### config.mk
export PLATFORM = sky130hd
export DESIGN_NAME = fifo_ptr_ctrl
export DESIGN_NICKNAME = d
export VERILOG_FILES = /design/src/rtl/fifo_ptr_ctrl.sv
export SDC_FILE = /design/constraint.sdc
export NUM_CORES = 1
export LEC_CHECK = 0
export BUFFER_PORTS_ARGS = -buffer_cell sky130_fd_sc_hd__buf_2
export CAP_MARGIN = 30
export CORE_AREA = 3 3 40 42
export CTS_BUF_LIST = sky130_fd_sc_hd__clkbuf_16
export DETAILED_ROUTE_END_ITERATION = 12
export DIE_AREA = 0 0 43 45
export PLACE_DENSITY = 0.76
export SLEW_MARGIN = 20
export SYNTH_ARGS = -nofsm -noshare
export SYNTH_HDL_FRONTEND = slang
export SYNTH_SLANG_ARGS = --single-unit
### constraint.sdc
create_clock -name clk -period 2.05 [get_ports clk]
set_input_delay 0.3075 -clock clk [delete_from_list [all_inputs] [get_ports clk]]
set_output_delay 0.3075 -clock clk [all_outputs]
set_load 0.01 [all_outputs]
### src/rtl/fifo_ptr_ctrl.sv
// Read/write pointer, occupancy and status-flag controller for a FIFO of any depth >= 2.
// Define FIFO_PTR_ERR_FLAGS_EN to build the sticky overflow/underflow flags.
module fifo_ptr_ctrl #(
    parameter int MEMORY_DEPTH = 4,
    parameter int ADDRESS_SIZE = 2,
    parameter int AFULL_THR    = 3,
    parameter int AEMPTY_THR   = 1
) (
    input  logic                    clk,
    input  logic                    rst,
    input  logic                    wr_en,
    input  logic                    rd_en,
    input  logic                    err_clr,
    output logic [ADDRESS_SIZE-1:0] w_ptr,
    output logic [ADDRESS_SIZE-1:0] r_ptr,
    output logic                    wr_accept,
    output logic                    rd_accept,
    output logic [ADDRESS_SIZE:0]   count,
    output logic                    full,
    output logic                    empty,
    output logic                    almost_full,
    output logic                    almost_empty,
    output logic                    overflow,
    output logic                    underflow
);

    localparam int CW = ADDRESS_SIZE + 1;
    localparam logic [ADDRESS_SIZE-1:0] LAST_ADDR = ADDRESS_SIZE'(MEMORY_DEPTH - 1);
    localparam logic [ADDRESS_SIZE-1:0] ONE_ADDR  = ADDRESS_SIZE'(1);
    localparam logic [CW-1:0]           DEPTH_C   = CW'(MEMORY_DEPTH);
    localparam logic [CW-1:0]           AFULL_C   = CW'(AFULL_THR);
    localparam logic [CW-1:0]           AEMPTY_C  = CW'(AEMPTY_THR);
    localparam logic [CW-1:0]           ONE_CNT   = CW'(1);

    logic [ADDRESS_SIZE-1:0] w_ptr_q, w_ptr_d;
    logic [ADDRESS_SIZE-1:0] r_ptr_q, r_ptr_d;
    logic [CW-1:0]           count_q, count_d;

    // Handshake: a request (wr_en / rd_en) is taken in the cycle its accept
    // strobe is high; accepts depend only on the request and the current
    // registered occupancy, never on the opposite request.
    always_comb begin
        full         = (count_q == DEPTH_C);
        empty        = (count_q == '0);
        almost_full  = (count_q >= AFULL_C);
        almost_empty = (count_q <= AEMPTY_C);
        wr_accept    = wr_en & ~full;
        rd_accept    = rd_en & ~empty;
    end

    always_comb begin
        w_ptr_d = w_ptr_q;
        r_ptr_d = r_ptr_q;
        count_d = count_q;
        if (wr_accept) begin
            w_ptr_d = (w_ptr_q == LAST_ADDR) ? '0 : w_ptr_q + ONE_ADDR;
        end
        if (rd_accept) begin
            r_ptr_d = (r_ptr_q == LAST_ADDR) ? '0 : r_ptr_q + ONE_ADDR;
        end
        case ({wr_accept, rd_accept})
            2'b10:   count_d = count_q + ONE_CNT;
            2'b01:   count_d = count_q - ONE_CNT;
            default: count_d = count_q;
        endcase
    end

    always_ff @(posedge clk or posedge rst) begin
        if (rst) begin
            w_ptr_q <= '0;
            r_ptr_q <= '0;
            count_q <= '0;
        end else begin
            w_ptr_q <= w_ptr_d;
            r_ptr_q <= r_ptr_d;
            count_q <= count_d;
        end
    end

    assign w_ptr = w_ptr_q;
    assign r_ptr = r_ptr_q;
    assign count = count_q;

`ifdef FIFO_PTR_ERR_FLAGS_EN
    logic overflow_q, overflow_d;
    logic underflow_q, underflow_d;

    // A new error event in the same cycle as err_clr keeps the flag set.
    always_comb begin
        overflow_d  = (overflow_q  & ~err_clr) | (wr_en & full);
        underflow_d = (underflow_q & ~err_clr) | (rd_en & empty);
    end

    always_ff @(posedge clk or posedge rst) begin
        if (rst) begin
            overflow_q  <= 1'b0;
            underflow_q <= 1'b0;
        end else begin
            overflow_q  <= overflow_d;
            underflow_q <= underflow_d;
        end
    end

    assign overflow  = overflow_q;
    assign underflow = underflow_q;
`else
    logic unused_err_clr;
    assign unused_err_clr = err_clr;
    assign overflow       = 1'b0;
    assign underflow      = 1'b0;
`endif

endmodule

; ---- Word-level counts from Yosys, hierarchy flattened
; Cells that the tools add are included.
[totals]
output_inout_bits = 15
elab_cells = 23
regBits = 7
input_bits = 5
[classes]
add_sub_neg = 4
order_cmp = 2
n_bitwise = 4
eq_ne = 5
n_reduce_logical = 2
mux = 3
[ops]
columns = op, n
row1 = $eq A2 B2 Y1 const B, 3
row2 = $pmux W3 S2, 1
row3 = $add A2 B1 Y2 const B, 2
row4 = $mux W2, 2
row5 = $add A3 B1 Y3 const B, 1
row6 = $eq A3 B3 Y1 const B, 1
row7 = $ge A3 B2 Y1 const B, 1
row8 = $le A3 B1 Y1 const B, 1
row9 = $logic_not A3 Y1, 1
row10 = $sub A3 B1 Y3 const B, 1
row11 = $and A1 B1 Y1, 2
row12 = $eq A2 B1 Y1 const B, 1
row13 = $not A1 Y1, 2
row14 = $reduce_bool A2 Y1, 1

; ---- Longest topological paths before layout
[logic_depth]
ltp_word = 5
ltp_mapped = 9
mapped_depth_nobuf = 9

; ---- Worst setup path after synthesis
; OpenSTA, ideal clock, no wires.
[synth_path]
path_type = register -> register
from = register count_q[0] (netlist: count[0])
to = register count_q[2] (netlist: count[2])
slack_ps = 149
period_less_slack_ps = 1901
path_buffers = 0
arrival_ps = 1774
stages_incl_launch_ff = 9
setup_ps = 127
required_time_ps = 1923
cell_sequence = dfrtp_1 -> inv_1 -> ha_1 -> nor2b_1 -> nand2b_4 -> inv_1 -> ha_1 -> a21oi_1 -> o22ai_1
[synth_via]
elab_chain_len = 5
word_cells_on_any_way = 12
cone_classes = 2 x add/sub / 3 x eq/ne / 1 x mux / 4 x bitwise / 2 x reduce/logical
[synth_lines]
columns = item, line_no
row1 = "start, declared", 37  ; logic [CW-1:0] count_q, count_d;
row2 = "start signal, assigned", 76  ; count_q <= count_d;
row3 = $logic_not A3 Y1 (*), 44  ; empty = (count_q == '0);
row4 = via empty, 20  ; output logic empty,
row5 = $not A1 Y1 (*), 48  ; rd_accept = rd_en & ~empty;
row6 = $and A1 B1 Y1 (*), 48
row7 = via rd_accept, 17  ; output logic rd_accept,
row8 = $eq A2 B1 Y1 / $eq A2 B2 Y1 (equally long branches), 61  ; case ({wr_accept, rd_accept})
row9 = $pmux W3 S2 / $reduce_bool A2 Y1 (equally long branches), n/a
; Mark *: on every way through the listed nets, which the timed path passes. The rest lies on a longest branch.
; A chain may end at the register's enable or synchronous reset.

; ---- Worst setup path after layout
[layout_path]
from = register count_q[1] (netlist: count[1])
to = register count_q[2] (netlist: count[2])
[layout_via]
elab_chain_len = 5
word_cells_on_any_way = 12
cone_classes = 2 x add/sub / 3 x eq/ne / 1 x mux / 4 x bitwise / 2 x reduce/logical
[layout_lines]
columns = item, line_no
row1 = $eq A3 B3 Y1 / $logic_not A3 Y1 (equally long branches), "43, 44"
row2 = "$not A1 Y1, on equally long branches", "47, 48"
row3 = "$and A1 B1 Y1, on equally long branches", "47, 48"
row4 = $eq A2 B1 Y1 / $eq A2 B2 Y1 (equally long branches), 61
row5 = $pmux W3 S2 / $reduce_bool A2 Y1 (equally long branches), n/a
; Several ways; a longest one is shown, not always the timed one.

==> metrics.md <==
| Metric | Value |
|---|---|
| Post-DRT Antenna Nets | 0 |
| Final setup margin | between 0.2 and 0.25 ns |
| Vias in the first global route | about 370 |
| Commonest cells after routing, fill and taps aside | 16 x buf_2, 8 x inv_1, 8 x ha_1 |
| Hold-fix buffers, CTS | 0 |
| Number of cells on the worst reg-to-reg path | 8 |
| H-tree lvl count | 1 |
| Flop pwr share | 21.9% |
| Fmax | 546.7 MHz |
| N_diodes | 0 |
| Final setup fails | 0 |
| Net Sw Power | between 400 and 500 uW |
| Via count | between 300 and 400 |
| Synthesized area per cell | ~11 um2 |
| Setup TNS | 0 ns |
| Gr usage total | between 10% and 20% |
| Setup bufs post-CTS | 0 |
| Hold Crit Class | in -> async |
| Dpl cell area | about 600 um2 |
| Initial Utilization | 38.56% |
| Int Power | 810.6 uW |
| Final period utilization | between 80% and 90% |
| Cells after synthesis | 47 |
| Register bit total from synthesis | 7 |
| Post-DP HPWL | ~700 um |
| Area Growth Syn to Fin | 35.10% |
| Layout cell share with drive strength beyond 1 | approximately two fifths |
| Power per standard cell area | ~1900 nW/um2 |
| Crit Path Max Fanout | 5 |
| Status | complete, but fails checks |
| CTS Root Cell | clkbuf_16 |
| Final hold slack | -0.0003137 ns |
| Pre-CTS setup slack | between 0.2 and 0.25 ns |
| YS warnings | 0 |
| Cts bufs inserted | 3 |
| Vias per Instance | between 4 and 5 |
| Die Span Y | roughly 45 um |
| Largest net degree at the start of global routing | 8 |
| RSZ-0062 raised after global routing | false |
| 1st-iter DRT viols | 4 |
| Crit path time final | roughly 1.8 ns |
| Setup crit end kind | flop |
| CP arrival | roughly 1.9 ns |
| Final instance area | between 600 and 700 um2 |
| Max Slew Vio Count | 0 |
| I/O pins | 20 |
| Req. time, crit path | between 2 and 2.5 ns |
| Clk Latency, worst-skew pair | approximately 0.23 ns |
| Comb power frac | 52.5% |
| Critical R2R Capture | count[2] |
| Reg-to-reg slack, setup | ~0.22 ns |
| Post-DR wirelength/cell | 11.02 um |
| Violated checks | hold timing |
| Area occupied by multi-input gates | around 280 um2 |
| Clock buffer depth | 2 |
| Seq. cell area | about 180 um2 |
| Mapped Area | between 400 and 500 um2 |
| DR DRC count | 0 |
| Routing usage on met2 | approximately 18% |
| Worst Skew | around 0.0018 ns |
| Die span in x | about 43 um |
| Max_cap viols | 0 |
| Most common cell after layout, fill and taps aside | buf_2 |
| DRT Pass-1 Iters | 2 |
| Final nets | 81 |
| Synth unique cells | 17 |
| Clk pin slew, worst setup/hold paths | 0.04 ns |
| First-pass GRT wire length | around 1.5 mm |
| Leak | ~0.38 nW |
| CP Launch Type | flop |
| Placement Rows | 13 |
| VDD IR max | 769.5 uV |
| Critical setup path kind | reg -> reg |
| Die Area | around 1900 um2 |
| CTS tree | yes |
| Post-cts sizing count | 0 |
| Sw Share | a little over a third |
| RePlAce Congestion | between 0.7 and 0.8 |
| Fin. Hold Viols | 1 |
| Antenna violations before repair | 0 |
| Clock Power Share | approximately a quarter |
| CTS sink count | 7 |
| RR Startpoint | count[1] |
| Fillers | around 130 |
| Met1 Resource Use GR | 11.17% |
| Met3 Track Usage GR | ~8% |
| Final wirelength | roughly 900 um |
| Post-synthesis sequential area ratio | 35.35% |
| Power Total | roughly 1.3 mW |
| Number of port buffers | 16 |
| Grt total ovfl | 0 |
| Core box area | approximately 1300 um2 |
| Busiest grt layer | met2 |
==> cells in the mapped netlist <==
cell	count	area share (%)
o21ai_0	2	2.0
nor2b_1	1	1.3
a21oi_1	2	2.0
nand2b_4	1	2.8
dfrtp_1	7	35
mux2_4	4	12
inv_1	7	5.3
conb_1	1	0.76
ha_1	8	20
nand2_1	1	0.76
buf_4	2	3.0
a31oi_1	1	1.3
nor2_1	5	3.8
and2_4	1	1.8
o22ai_1	1	1.3
xnor2_1	2	3.5
nor2b_4	1	2.8
==> cell families after synthesis <==
family	after synthesis	share of synthesized area [%]
simple gates	10	13.13
compound gates	6	6.567
xor+xnor	2	3.536
other cells	1	0.7568
mux	4	12.12
fa+ha+maj	8	20.20
flops	7	35.35
buf+inv	9	8.333
==> area by class of cell <==
cell class,instances,area share [%]
multi-input combinational,32,42.24
tap,15,2.804
clock inverter,1,0.5607
sequential,7,26.17
inverter,7,3.925
timing repair buffer,17,13.08
clock buffer,3,11.21
==> worst max-delay path by stage <==
stage                     startpoint        to  slack [ns]  cells after the start
after global routing        count[1]  count[2]        0.08                      8
after CTS                   count[1]  count[2]        0.23                      8
final                       count[1]  count[2]        0.22                      8
after detailed placement    count[1]  count[2]        0.25                      8
after floorplan             count[0]  count[2]        0.15                      8
after global placement      count[1]  count[2]        0.28                      8
==> critical path, cell delays in order (launching register included) <==
cell and delay [ns]:
dfrtp_1 0.39, inv_1 0.14, ha_1 0.18, nor2b_1 0.16, nand2b_4 0.17, inv_1 0.06, ha_1 0.35, a21oi_1 0.16
o22ai_1 0.10
==> routing by layer <==
metal / routed length (um) / share of wire [%]
met1: 361 / 40
met2: 440 / 49
met3: 95 / 11
met4: 6 / 0.66
met5: 0 / 0
==> metrics by stage <==
step	util, %	instances
floorplan	-	48
detailed placement	45.96	78
global route	52.09	82
global placement	45.96	78
CTS	52.09	82
finish	52.09	82
==> power by group through the flow <==
| stage | sequential, mW | clock, mW | combinational [mW] |
|---|---|---|---|
| CTS | 0.279 | 0.334 | 0.679 |
| floorplan | 0.316 | 0 | 0.425 |
| global route | 0.291 | 0.344 | 0.746 |
| global placement | 0.273 | 0 | 0.654 |
| finish | 0.277 | 0.325 | 0.665 |
| detailed placement | 0.280 | 0 | 0.674 |
==> flip-flops by register name, indices dropped and copies added, names as in the netlist <==
| register | cells |
|---|---|
| w_ptr | 2 |
| count | 3 |
| r_ptr | 2 |
(Power assumes the default switching activity.)
